===== src/rtl/traffic_pkg.sv =====
// traffic_pkg: phase encoding, light codes and request-flag bit positions
// shared by the traffic controller and its timer.
// Optional feature macro: TRAFFIC_CTRL_ARROW_EN (left-turn arrow phases).
package traffic_pkg;

  typedef enum logic [3:0] {
    MAIN_GO          = 4'd0,
    MAIN_WAIT        = 4'd1,
    RED_1            = 4'd2,
    CROSS_GO         = 4'd3,
    CROSS_WAIT       = 4'd4,
    RED_2            = 4'd5
`ifdef TRAFFIC_CTRL_ARROW_EN
    ,
    CROSS_ARROW_GO   = 4'd6,
    CROSS_ARROW_WAIT = 4'd7,
    MAIN_ARROW_GO    = 4'd8,
    MAIN_ARROW_WAIT  = 4'd9
`endif
  } phase_e;

  // Light codes: {red, yellow, green, yellow_arrow, green_arrow}
  localparam logic [4:0] LT_RED    = 5'b10000;
  localparam logic [4:0] LT_YELLOW = 5'b01000;
  localparam logic [4:0] LT_GREEN  = 5'b00100;
  localparam logic [4:0] LT_YARROW = 5'b00010;
  localparam logic [4:0] LT_GARROW = 5'b00001;

  // Request flag positions, identical to the sensors bit order
  localparam int REQ_LEFT_MAIN  = 0;
  localparam int REQ_LEFT_CROSS = 1;
  localparam int REQ_CROSS      = 2;
  localparam int REQ_WALK_MAIN  = 3;
  localparam int REQ_WALK_CROSS = 4;

`ifdef TRAFFIC_CTRL_ARROW_EN
  localparam logic [4:0] REQ_MASK = 5'b11111;
`else
  // Left-turn sensors have no phase to serve them, so they never latch
  localparam logic [4:0] REQ_MASK = 5'b11100;
`endif

endpackage


===== src/rtl/phase_timer.sv =====
// phase_timer: one-second prescaler plus saturating seconds countdown.
// A load restarts the prescaler and sets the count to the new duration.
module phase_timer #(
  parameter int TICK_DIV  = 50000000,
  parameter int CNT_W     = 4,
  parameter int RESET_CNT = 2
) (
  input  logic             clk,
  input  logic             reset,
  input  logic             load,
  input  logic [CNT_W-1:0] duration,
  output logic [CNT_W-1:0] count,
  output logic             zero
);

  localparam int PW = (TICK_DIV > 1) ? $clog2(TICK_DIV) : 1;

  logic [PW-1:0]    presc_q, presc_d;
  logic [CNT_W-1:0] cnt_q, cnt_d;

  // Prescaler wrap produces the tick; the count stops at zero
  always_comb begin
    presc_d = presc_q;
    cnt_d   = cnt_q;
    if (load) begin
      presc_d = '0;
      cnt_d   = duration;
    end else if (presc_q == PW'(TICK_DIV - 1)) begin
      presc_d = '0;
      if (cnt_q != '0) cnt_d = cnt_q - 1'b1;
    end else begin
      presc_d = presc_q + 1'b1;
    end
  end

  // Timer state registers
  always_ff @(posedge clk or posedge reset) begin
    if (reset) begin
      presc_q <= '0;
      cnt_q   <= CNT_W'(RESET_CNT);
    end else begin
      presc_q <= presc_d;
      cnt_q   <= cnt_d;
    end
  end

  assign count = cnt_q;
  assign zero  = (cnt_q == '0);

endmodule


===== src/rtl/traffic_ctrl.sv =====
// traffic_ctrl: two-approach intersection controller with sticky sensor
// requests, registered light/walk outputs and a seconds countdown display.
// Optional feature macro: TRAFFIC_CTRL_ARROW_EN adds left-turn arrow phases.
module traffic_ctrl #(
  parameter int TICK_DIV   = 50000000,
  parameter int CNT_W      = 4,
  parameter int GREEN_SEC  = 8,
  parameter int YELLOW_SEC = 3,
  parameter int ALLRED_SEC = 2,
  parameter int ARROW_SEC  = 5
) (
  input  logic             clk,
  input  logic             reset,
  input  logic [4:0]       sensors,
  output logic [4:0]       main_lights,
  output logic [4:0]       cross_lights,
  output logic             walk_main,
  output logic             walk_cross,
  output logic [CNT_W-1:0] count_out
);

  import traffic_pkg::*;

  phase_e           state_q, state_d;
  logic [4:0]       req_q, req_d, clr;
  logic [4:0]       main_lights_q, main_lights_d;
  logic [4:0]       cross_lights_q, cross_lights_d;
  logic             walk_main_q, walk_main_d;
  logic             walk_cross_q, walk_cross_d;
  logic             load, zero;
  logic [CNT_W-1:0] duration;

  function automatic logic [CNT_W-1:0] dur_of(input phase_e s);
    case (s)
      MAIN_GO, CROSS_GO:            dur_of = CNT_W'(GREEN_SEC);
      MAIN_WAIT, CROSS_WAIT:        dur_of = CNT_W'(YELLOW_SEC);
`ifdef TRAFFIC_CTRL_ARROW_EN
      CROSS_ARROW_GO, MAIN_ARROW_GO:     dur_of = CNT_W'(ARROW_SEC);
      CROSS_ARROW_WAIT, MAIN_ARROW_WAIT: dur_of = CNT_W'(YELLOW_SEC);
`endif
      default:                      dur_of = CNT_W'(ALLRED_SEC);
    endcase
  endfunction

  phase_timer #(
    .TICK_DIV (TICK_DIV),
    .CNT_W    (CNT_W),
    .RESET_CNT(ALLRED_SEC)
  ) u_timer (
    .clk     (clk),
    .reset   (reset),
    .load    (load),
    .duration(duration),
    .count   (count_out),
    .zero    (zero)
  );

  // Next phase: timed exits at count zero, MAIN_GO waits for a request
  always_comb begin
    state_d = state_q;
    case (state_q)
      MAIN_GO:
        if (zero && (req_q[REQ_CROSS] || req_q[REQ_WALK_MAIN] ||
                     req_q[REQ_LEFT_CROSS] || req_q[REQ_LEFT_MAIN]))
          state_d = MAIN_WAIT;
      MAIN_WAIT:  if (zero) state_d = RED_1;
`ifdef TRAFFIC_CTRL_ARROW_EN
      RED_1:      if (zero) state_d = req_q[REQ_LEFT_CROSS] ? CROSS_ARROW_GO : CROSS_GO;
      CROSS_ARROW_GO:   if (zero) state_d = CROSS_ARROW_WAIT;
      CROSS_ARROW_WAIT: if (zero) state_d = CROSS_GO;
      RED_2:      if (zero) state_d = req_q[REQ_LEFT_MAIN] ? MAIN_ARROW_GO : MAIN_GO;
      MAIN_ARROW_GO:    if (zero) state_d = MAIN_ARROW_WAIT;
      MAIN_ARROW_WAIT:  if (zero) state_d = MAIN_GO;
`else
      RED_1:      if (zero) state_d = CROSS_GO;
      RED_2:      if (zero) state_d = MAIN_GO;
`endif
      CROSS_GO:   if (zero) state_d = CROSS_WAIT;
      CROSS_WAIT: if (zero) state_d = RED_2;
      default:    state_d = RED_2;
    endcase
  end

  // Any phase change restarts the timer with the new phase's duration
  always_comb begin
    load     = (state_d != state_q);
    duration = dur_of(state_d);
  end

  // Requests clear on leaving their serving phase; a live sensor wins
  always_comb begin
    clr = '0;
    if (state_d != state_q) begin
      case (state_q)
        MAIN_GO:  clr[REQ_WALK_CROSS] = 1'b1;
        CROSS_GO: begin
          clr[REQ_CROSS]     = 1'b1;
          clr[REQ_WALK_MAIN] = 1'b1;
        end
`ifdef TRAFFIC_CTRL_ARROW_EN
        CROSS_ARROW_GO: clr[REQ_LEFT_CROSS] = 1'b1;
        MAIN_ARROW_GO:  clr[REQ_LEFT_MAIN]  = 1'b1;
`endif
        default: ;
      endcase
    end
    req_d = ((req_q & ~clr) | sensors) & REQ_MASK;
  end

  // Output decode from the next phase so outputs switch with the state
  always_comb begin
    main_lights_d  = LT_RED;
    cross_lights_d = LT_RED;
    case (state_d)
      MAIN_GO:          main_lights_d  = LT_GREEN;
      MAIN_WAIT:        main_lights_d  = LT_YELLOW;
      CROSS_GO:         cross_lights_d = LT_GREEN;
      CROSS_WAIT:       cross_lights_d = LT_YELLOW;
`ifdef TRAFFIC_CTRL_ARROW_EN
      CROSS_ARROW_GO:   cross_lights_d = LT_GARROW;
      CROSS_ARROW_WAIT: cross_lights_d = LT_YARROW;
      MAIN_ARROW_GO:    main_lights_d  = LT_GARROW;
      MAIN_ARROW_WAIT:  main_lights_d  = LT_YARROW;
`endif
      default: ;
    endcase
    // Walk is decided once at green entry and held for the whole green
    walk_main_d  = 1'b0;
    walk_cross_d = 1'b0;
    if (state_d == CROSS_GO)
      walk_main_d = (state_q == CROSS_GO) ? walk_main_q : req_q[REQ_WALK_MAIN];
    if (state_d == MAIN_GO)
      walk_cross_d = (state_q == MAIN_GO) ? walk_cross_q : req_q[REQ_WALK_CROSS];
  end

  // Phase, request and output registers; reset forces all-red at once
  always_ff @(posedge clk or posedge reset) begin
    if (reset) begin
      state_q        <= RED_2;
      req_q          <= '0;
      main_lights_q  <= LT_RED;
      cross_lights_q <= LT_RED;
      walk_main_q    <= 1'b0;
      walk_cross_q   <= 1'b0;
    end else begin
      state_q        <= state_d;
      req_q          <= req_d;
      main_lights_q  <= main_lights_d;
      cross_lights_q <= cross_lights_d;
      walk_main_q    <= walk_main_d;
      walk_cross_q   <= walk_cross_d;
    end
  end

  assign main_lights  = main_lights_q;
  assign cross_lights = cross_lights_q;
  assign walk_main    = walk_main_q;
  assign walk_cross   = walk_cross_q;

endmodule


===== config.mk =====
export PLATFORM = sky130hd
export DESIGN_NAME = traffic_ctrl
export DESIGN_NICKNAME = d
export VERILOG_FILES = /design/src/rtl/traffic_pkg.sv /design/src/rtl/phase_timer.sv /design/src/rtl/traffic_ctrl.sv
export SDC_FILE = /design/constraint.sdc
export NUM_CORES = 1
export LEC_CHECK = 0
export ABC_CLOCK_PERIOD_IN_PS = 7900
export BUFFER_PORTS_ARGS = -buffer_cell sky130_fd_sc_hd__buf_2
export CAP_MARGIN = 20
export CORE_ASPECT_RATIO = 1.2
export CORE_MARGIN = 2
export CORE_UTILIZATION = 60
export DETAILED_ROUTE_END_ITERATION = 7
export PLACE_DENSITY = 0.87
export SKIP_CTS_REPAIR_TIMING = 1
export SKIP_LAST_GASP = 1
export SLEW_MARGIN = 20
export SYNTH_ARGS = -nofsm -noshare
export SYNTH_HDL_FRONTEND = slang
export SYNTH_HIERARCHICAL = 1
export SYNTH_SLANG_ARGS = --single-unit

===== constraint.sdc =====
create_clock -name clk -period 7.9 [get_ports clk]
set_input_delay 0.395 -clock clk [delete_from_list [all_inputs] [get_ports clk]]
set_output_delay 0.395 -clock clk [all_outputs]
set_load 0.01 [all_outputs]

== Yosys cells after proc, flatten, opt, wreduce, memory -nomap -nowiden ==
Index checks and enable logic that the tools add are counted.

* Register bits: 49
* Input port bits: 7
* Bits in writable memories: 0
* Memories: 0
* Logic and storage cells: 58
* Output and inout port bits: 16
* Bits in latches: 0
* Memory bits (read-only): 0

* Add/subtract/negate cells: 2
* Muxes and demuxes: 22
* Reduce and logical (&&, ||, !) cells: 11
* $lt $le $gt $ge: 0
* Bitwise operators: 3
* Div/mod/pow operators: 0
* Equal/unequal tests: 12
* Multipliers: 0
* Shift-type cells: 0

{| class="wikitable"
|+ Operator list
! kind !! number
|-
| 26-bit 2-to-1 mux || 2
|-
| 4-bit 2-to-1 mux || 9
|-
| 26-bit by 1-bit adder with 26-bit output (second input constant) || 1
|-
| 26-bit equality test (second input constant) || 1
|-
| 4-bit one-hot mux with 6 select lines || 1
|-
| 5-bit one-hot mux with 2 select lines || 2
|-
| 4-bit by 2-bit equality test with 1-bit output (second input constant) || 3
|-
| 4-bit by 3-bit equality test with 1-bit output (second input constant) || 3
|-
| 4-bit logical NOT || 3
|-
| 4-bit by 1-bit equality test with 1-bit output (second input constant) || 2
|-
| 4-bit one-hot mux with 2 select lines || 1
|-
| 5-bit AND || 1
|-
| 1-bit 2-to-1 mux || 5
|-
| 5-bit inverter || 1
|-
| 5-bit bitwise OR || 1
|-
| 2-bit inequality test (second input constant) || 2
|-
| 4-bit inequality test || 1
|-
| 2-bit nonzero test || 2
|-
| 4-bit nonzero test || 1
|-
| 2-bit OR reduction || 2
|-
| 4-bit by 1-bit subtractor with 4-bit output (second input constant) || 1
|-
| 3-bit 2-to-1 mux || 1
|-
| 2-bit 2-to-1 mux || 1
|-
| 2-bit AND reduction || 1
|-
| 2 further kinds || 2
|}

== Logic depth before layout (Yosys ltp) ==
Gate-level depths: netlist of run 1.

* Word-level depth: 9
* Depth in mapped cells: 12
* Mapped depth without buffers: 9

== Cells and area by module ==
The synthesis of run 1 kept the hierarchy.

{| class="wikitable"
|+ Modules (own cells, without submodules)
! module !! cells an instance !! sequential area each (um^2) !! times used !! area each (um^2)
|-
| phase_timer || 175 || 752.0 || 1 || 1,627.8
|-
| traffic_ctrl || 85 || 380.4 || 1 || 823.3
|}

== Worst setup path before layout of run 1 ==
Ideal clock, no wire load.

* Path kind: register -> register
* Start: reg u_timer.cnt_q[0] (netlist: u_timer/count[0])
* End: reg u_timer.presc_q[2]
* Clock period less this slack: 2.764 ns
* Stages on the path, launching flop included: 13
* Arrival: 2.642 ns
* Library setup time: 0.122 ns
* Setup slack: 5.136 ns
* Required time: 7.778 ns
* Path buffers: 3
* Path through: dfrtp_1 -> inv_1 -> ha_1 -> or3b_2 -> inv_1 -> buf_2 -> buf_2 -> o31ai_1 -> a21oi_1 -> inv_1 -> o21ai_1 -> buf_2 -> nor2_1

* Cells in the longest elaborated chain, start to end: 6
* Elaborated cells between the ends (all ways): 11
* Classes of those cells: eq/ne: 1; mux: 8; reduce/logical: 2

{| class="wikitable"
|+ Ends and longest elaborated chain
! item !! line !! RTL
|-
| start, declared || phase_timer.sv:19 || <nowiki>logic [CNT_W-1:0] cnt_q, cnt_d;</nowiki>
|-
| start signal, assigned || phase_timer.sv:40 || <nowiki>cnt_q <= CNT_W'(RESET_CNT);</nowiki>
|-
| start signal, assigned || phase_timer.sv:43 || <nowiki>cnt_q <= cnt_d;</nowiki>
|-
| 4-bit logical NOT (*) || phase_timer.sv:48 || <nowiki>assign zero = (cnt_q == '0);</nowiki>
|-
| named net zero || traffic_ctrl.sv:30 || <nowiki>logic load, zero;</nowiki>
|-
| 1-bit logical AND || traffic_ctrl.sv:63 || <nowiki>if (zero && (req_q[REQ_CROSS] || req_q[REQ_WALK_MAIN] ||</nowiki>
|-
| 4-bit 2-to-1 mux || traffic_ctrl.sv:63 ||
|-
| 4-bit one-hot mux with 6 select lines (*) || traffic_ctrl.sv:61 || <nowiki>case (state_q)</nowiki>
|-
| 4-bit inequality test (*) || traffic_ctrl.sv:86 || <nowiki>load = (state_d != state_q);</nowiki>
|-
| named net load || traffic_ctrl.sv:30 ||
|-
| 26-bit 2-to-1 mux (*) || phase_timer.sv:25 || <nowiki>if (load) begin</nowiki>
|-
| named net u_timer.presc_d[2] || phase_timer.sv:18 || <nowiki>logic [PW-1:0] presc_q, presc_d;</nowiki>
|-
| end signal, assigned || phase_timer.sv:42 || <nowiki>presc_q <= presc_d;</nowiki>
|-
| end, declared || phase_timer.sv:18 ||
|}

The timed path passes the listed nets; every way through them passes the cells marked *.
A chain may end at the register's enable or synchronous reset.

== Worst setup path in the final report of run 1 ==
* Start: reg u_timer.cnt_q[0] (netlist: u_timer/count[0])
* End: reg u_timer.presc_q[5]

Same word-level chain as after synthesis.

==> Implementation_results.wiki, run 1 <==
{| class="wikitable"
! Metric !! Value
|-
| Area of all placed cells without fillers || 2611 um2
|-
| Compound-Gate Fraction of Synth Area || 15.57%
|-
| Multiplexer share of the synthesized area || 0.4594%
|-
| Die extent in x || 62.35 um
|-
| Post-route fraction of the period consumed by the critical path || 40.31%
|-
| Placed Area || about 2500 um2
|-
| Pwr/cell area || 175.0 nW/um2
|-
| Total count of hold-check failures in the final report || 0
|-
| Ratio of cells with drive above 1 in the final layout || between 10% and 20%
|-
| Post-synthesis async set-or-reset flop share || 100.0%
|-
| Max-Cap Viols || 0
|-
| Sequential cell area in the final layout || 1132 um2
|-
| Fin Clk Skew || 6.122 ps
|-
| Antenna violations before repair || 0
|-
| Worst-case headroom to the max-slew limit || 58.74%
|-
| Number of primary I/O pins || 23
|-
| Gate count after technology mapping || between 200 and 300
|-
| Clk Latency, worst-skew pair || roughly 300 ps
|-
| Gr usage total || 22.56%
|-
| Post-synthesis register bit count || 45
|-
| Via/cell ratio || 6.000
|-
| Worst-case register-to-register setup slack || 4720 ps
|-
| Critical Path RT || 8080 ps
|-
| Number of I/O port buffers || 16
|-
| Setup repair after global routing missed its margin || false
|-
| Final weighted congestion of routability-driven global placement || 0.8642
|-
| Count of pins over their slew limit || 0
|-
| Final sum of negative setup slack || 0 ps
|-
| Layout area overhead || 6.534%
|-
| Number of enable flip-flop cells after synthesis || 0
|-
| Endpoint class of the critical path || register
|-
| Clock tree from TritonCTS || done
|-
| Worst path arrival time || 3360 ps
|-
| Outcome || completed
|-
| Adder-cell area share of the yosys netlist || approximately 1.5%
|-
| # rows || 25
|-
| Slew of the pin with the lowest slew margin || 618.0 ps
|-
| Number of global-route vias before repair || 1949
|-
| Post-synthesis simple-gate area fraction || 25.63%
|-
| Clock transition at the registers of the reported paths || approximately 80 ps
|-
| Syn avg cell area || 9.427 um2
|-
| Post-DP HPWL || 3293 um
|-
| Area of the multi-input gates || 1204 um2
|-
| Sequential-to-total area share from yosys stat || 46.20%
|-
| Count of distinct cell types in the synthesized netlist || 50
|-
| Wire length of the first global-routing pass || 8238 um
|-
| Final core occ || 66.25%
|-
| Antenna diode count || 0
|-
| H-tree Lvls || 2
|-
| Iteration-0 DRC Markers || ~110
|-
| Yosys synthesis warning count || 6
|-
| Critical path class || register to register
|-
| Minimum hold slack || 150.2 ps
|-
| Max Clock Freq || 0.3141 GHz
|-
| CTS root buf || clkbuf_8
|-
| Cts bufs inserted || 5
|-
| Placed Cells incl. Taps || 317
|-
| Number of non-filler instances in the completed layout || 325
|-
| Worst ir drop on vdd || 0.1163 mV
|-
| Routed wirelength normalized by instance count || 14.73 um
|-
| Maximum number of pins on one net before global-route repair || 31
|-
| Main flop type after synthesis || dfrtp_1
|-
| Total DRC errors in the routed layout || 0
|-
| Number of buffers between clock root and the deepest sink || 2
|-
| Finish-stage setup viols || 0
|-
| Wire length after detailed routing || 4786 um
|-
| LEAKAGE || 1.071 nW
|-
| Synth Cell Area || between 2000 and 2500 um2
|-
| Die outline area || approximately 4600 um2
|-
| Clock sinks || 45
|-
| Via count || just under 2000
|-
| Die H || 74.02 um
|-
| Main combinational cell family by area after synthesis || simple AND/OR/NAND/NOR gates
|-
| Starting density of the core || approximately 62%
|-
| Core outline area || 3941 um2
|-
| Pre-antenna DRT Iters || 4
|-
| Total global routing overflow || 0
|-
| Minimum period implied by the final worst setup slack || between 3000 and 4000 ps
|-
| Antenna Violating Nets Remaining || 0
|-
| Nets || 280
|-
| Worst setup SP type || register
|-
| Filler cell count in the final layout || 328
|-
| Xor and xnor fraction of the mapped netlist area || 5.003%
|-
| Largest driver fanout on the critical path || 25
|-
| Worst min-delay path class || input port to async pin
|}
[cells in the final DEF (no fill, tap or decap), types with 6 or more instances in the layout]
cell type  count
o21ai_0       10
nor2_1        23
dfrtp_1       40
a21oi_1       15
xor2_1         9
conb_1         6
nand2_1       16
or4_1          6
nand3_1       12
o31ai_1       12
clkbuf_8       6
buf_2         16
nand4_1       12
or3_1          8
inv_1          7
[sequential cells by signal, summed over array words and instances, names as in the netlist]
signal and cells:
u_timer/presc_q 26, state_q 4, walk_cross 1, walk_main 1, main_lights 3, u_timer/count 4
req_q 3, cross_lights 3
[layout make-up]
class                      instances  share of cell area [%]
inverter                           8                   1.150
sequential                        45                   43.36
timing repair buffer              17                   3.354
tap                               54                   2.587
clock buffer                       8                   3.450
multi-input combinational        193                   46.09
[power by group]
group / internal [W] / total (W) / switching [W]
Clock: 0.0000713 / 0.000145 / 0.0000734
Combinational: 0.0000214 / 0.0000573 / 0.0000359
Sequential: 0.000242 / 0.000255 / 0.0000134
Total: 0.000334 / 0.000457 / 0.000123
[final timing paths]
check	startpoint	end	cells after the start
max reg2reg	u_timer/count[0]$_DFFE_PP0P_	u_timer/presc_q[5]$_DFF_PP0_	10
min	reset	walk_cross$_DFFE_PP0P_	2
min in group clk	sensors[2]	req_q[2]$_DFF_PP0_	2
max	u_timer/count[0]$_DFFE_PP0P_	u_timer/presc_q[5]$_DFF_PP0_	10
max in group asynchronous	reset	u_timer/count[2]$_DFFE_PP0P_	2
min reg2reg	u_timer/presc_q[0]$_DFF_PP0_	u_timer/presc_q[0]$_DFF_PP0_	1
[worst max-delay path, stage by stage, from the launching register on]
cell and delay, ps:
dfrtp_1 440, inv_1 130, ha_1 180, or3b_2 490, inv_1 440, o31ai_1 170, a21oi_1 470, inv_1 210
o21ai_1 120, buf_4 300, nor2_1 90
[metal layers]
layer / part of all wire [%] / GRT usage (%)
met2: 52 / 40.58
met1: 43 / 25.05
met5: 0 / 0
met4: 2.3 / 14.32
met3: 2.7 / 4.539
[per-stage QoR]
| step | total power, W | worst slack [ps] |
|---|---|---|
| final | 0.0004570 | 4716 |
| after global routing | 0.0004783 | 4471 |
| after CTS | 0.0004601 | 4770 |
| after detailed placement | 0.0003165 | 4789 |
| after global placement | 0.0003133 | 4943 |
| after floorplan | 0.0003017 | 5136 |
[Yosys cell counts, drive strengths merged (7+ instances only)]
cell type | number | area, um2
a21oi | 16 | 83.83
buf | 14 | 85.08
dfrtp | 40 | 1001
inv | 8 | 30.03
nand2 | 16 | 60.06
nand3 | 12 | 60.06
nand4 | 12 | 75.07
nor2 | 23 | 86.33
o21ai | 12 | 60.06
o31ai | 12 | 90.09
or3 | 8 | 50.05
or4 | 7 | 56.30
xor2 | 9 | 78.83
[cells by family (layout without fill, tap and decap cells)]
kind of cell | Yosys count | after routing
and+or+nand+nor | 111 | 111
other | 1 | 6
AOI/OAI and AO/OA | 58 | 58
buffers and inverters | 27 | 33
xor gates and xnor gates | 14 | 14
DFF | 45 | 45
muxes | 1 | 1
adders and majority gates | 3 | 3
(Power assumes the default switching activity.)
==> run 2, diff against run 1 <==
ABC_CLOCK_PERIOD_IN_PS = 2900   (was 7900)
CORE_UTILIZATION = 53   (was 60)
PLACE_DENSITY = 0.81   (was 0.87)
clock period = 2.9 ns   (was 7.9 ns; I/O delays follow)
==> Implementation_results.wiki, run 2 (synthesis gave the netlist of run 1 again) <==
{| class="wikitable"
! Metric !! Value
|-
| Outcome || completed
|-
| Largest driver fanout on the critical path || 25
|-
| # rows || 27
|-
| Minimum period implied by the final worst setup slack || 2612 ps
|-
| Antenna violations before repair || 0
|-
| Largest reg by FF count || u_timer/presc_q
|-
| Die H || slightly below 80 um
|-
| Layout area overhead || 8.321%
|-
| Antenna diode count || 0
|-
| Nets || 284
|-
| Least setup slack across all paths after layout || 288.0 ps
|-
| Antenna Violating Nets Remaining || 0
|-
| Total DRC errors in the routed layout || 0
|-
| Pre-antenna DRT Iters || 4
|-
| Worst min-delay path class || input port to register
|-
| Final core occ || 58.65%
|-
| LEAKAGE || 1.097 nW
|-
| Total power || 0.001260 W
|-
| Filler cell count in the final layout || 398
|-
| Number of global-route vias before repair || ~1900
|-
| Max Clock Freq || 0.3828 GHz
|-
| Max-Cap Viols || 0
|-
| Count of pins over their slew limit || 0
|-
| Worst-case headroom to the max-slew limit || 62.97%
|-
| Flop pwr share || a little under three fifths
|-
| Clk Latency, worst-skew pair || around 300 ps
|-
| Routed wirelength normalized by instance count || around 14 um
|-
| Placement Setup Slack || around 380 ps
|-
| Number of primary I/O pins || 23
|-
| Slowest cell on the critical path || or3b_2
|-
| Clock transition at the registers of the reported paths || 90 ps
|-
| Iteration-0 DRC Markers || between 150 and 200
|-
| Worst Hold Path EP || req_q[2]$_DFF_PP0_
|-
| Worst setup SP type || register
|-
| Critical Path RT || 3080 ps
|-
| Placed Area || 2549 um2
|-
| Most common library cell in the layout ignoring fill and taps || dfrtp_1
|-
| Via/cell ratio || 5.922
|-
| Slew of the pin with the lowest slew margin || 554.9 ps
|-
| Endpoint class of the critical path || register
|-
| Clock sinks || 45
|-
| Post-route fraction of the period consumed by the critical path || between 90% and 100%
|-
| Net Sw Power || between 0.0003 and 0.0004 W
|-
| Ratio of cells with drive above 1 in the final layout || 14.55%
|-
| Final sum of negative setup slack || 0 ps
|-
| Delay of the slowest cell on the worst path || 500 ps
|-
| Gr usage total || 21.01%
|-
| FF-to-FF End || u_timer/presc_q[9]$_DFF_PP0_
|-
| Via count || 1972
|-
| Largest register FFs || 26
|-
| Starting density of the core || 54.15%
|-
| Setup repair after global routing missed its margin || false
|-
| Number of I/O port buffers || 16
|-
| Maximum number of pins on one net before global-route repair || 31
|-
| H-tree Lvls || 2
|-
| Critical path class || register to register
|-
| Internal cell power || just over 0.0009 W
|-
| Worst-case register-to-register setup slack || 290 ps
|-
| Share of power burned in combinational logic || 12.6%
|-
| Die outline area || 5187 um2
|-
| Wire length after detailed routing || 4776 um
|-
| Total count of hold-check failures in the final report || 0
|-
| CTS root buf || clkbuf_8
|-
| Pwr/cell area || 474.7 nW/um2
|-
| Core outline area || 4527 um2
|-
| Worst ir drop on vdd || 0.4128 mV
|-
| Reg-to-reg critical path startpoint || u_timer/count[0]$_DFFE_PP0P_
|-
| Number of cells on the worst hold path || 2
|-
| Clock tree from TritonCTS || done
|-
| Depth of the worst register-to-register path || 10
|-
| Clock power frac || 32.4%
|-
| Area of all placed cells without fillers || between 2000 and 3000 um2
|-
| Die extent in x || 66.08 um
|-
| Hold Crit Start || sensors[2]
|-
| Cts bufs inserted || 5
|-
| Finish-stage setup viols || 0
|-
| Final weighted congestion of routability-driven global placement || around 0.9
|-
| Dominant cell type by count on the critical path || inv_1
|-
| Fin Clk Skew || 13.61 ps
|-
| Cells along the critical path || inv_1 > ha_1 > or3b_2 > inv_1 > o31ai_1 > a21oi_1 > inv_1 > o21ai_1 > buf_4 > nor2_1
|-
| Post-DP HPWL || 3331 um
|-
| Wire length of the first global-routing pass || 8500 um
|-
| Most frequent cells in the layout || dfrtp_1, nor2_1, nand2_1, buf_2, a21oi_1
|-
| Number of buffers between clock root and the deepest sink || 2
|-
| Total global routing overflow || 0
|-
| Worst path arrival time || 2790 ps
|-
| Proportion of total power due to net switching || 27.45%
|}
run 2: changes by cell type in the layout (fill, tap and decap cells not counted):
cell           change
inv_1              +1
inv_2              -1
dlygate4sd3_1      +1
buf_4              +3
clkinv_4           +1
clkinv_2           +1
clkbuf_1           -2
run 2: final cells by class:
type                       count  area, um2  area share [%]
timing repair buffer          21      120.1           4.524
inverter                       8      30.03           1.131
clock inverter                 2      13.76          0.5184
tap                           58      72.57           2.733
clock buffer                   6      82.58           3.110
multi-input combinational    193       1204           45.33
sequential                    45       1132           42.65
run 2: critical path: cells and delay by family, from the launching register on:
family | cells | cell delay, ps
buffers and inverters | 4 | 830
AND/OR/NAND/NOR | 2 | 590
AO/OA/AOI/OAI | 3 | 450
flip-flops | 1 | 430
adder cells (fa/ha/maj) | 1 | 170
run 2: through the flow:
stage,hold WS [ps],instances
2_1_floorplan,43.62,265
3_3_place_gp,225.9,324
3_5_place_dp,245.4,324
4_1_cts,-84.22,332
5_1_grt,25.13,333
6_report,15.41,333
run 2: metal layers:
layer  wire (um)  GRT usage [%]  vias to the layer above  share of wire (%)
met2        2479          35.90                       35                 52
met4          89          9.388                        0                1.9
met3         122          3.152                        7                2.6
li1            -              -                      968                  -
met5           0              0                        -                  0
met1        2084          25.80                      962                 44
run 2: worst max-delay path by stage:
stage	cells past startpoint	end	start	slack, ps
after floorplan	12	u_timer/presc_q[2]$_DFF_PP0_	u_timer/count[0]$_DFFE_PP0P_	140
after global placement	10	u_timer/presc_q[2]$_DFF_PP0_	u_timer/count[0]$_DFFE_PP0P_	420
after detailed placement	10	u_timer/presc_q[9]$_DFF_PP0_	u_timer/count[0]$_DFFE_PP0P_	380
after CTS	10	u_timer/presc_q[9]$_DFF_PP0_	u_timer/count[0]$_DFFE_PP0P_	330
after global routing	10	u_timer/presc_q[7]$_DFF_PP0_	u_timer/count[0]$_DFFE_PP0P_	70
final	10	u_timer/presc_q[9]$_DFF_PP0_	u_timer/count[0]$_DFFE_PP0P_	290
run 2: power by group through the flow:
stage	Clock, W	Combinational [W]	Sequential (W)
after detailed placement	0	0.000158	0.000705
final	0.000409	0.000159	0.000693
after floorplan	0	0.000126	0.000696
after global routing	0.000437	0.000183	0.000699
after CTS	0.000418	0.000159	0.000693
after global placement	0	0.000155	0.000703
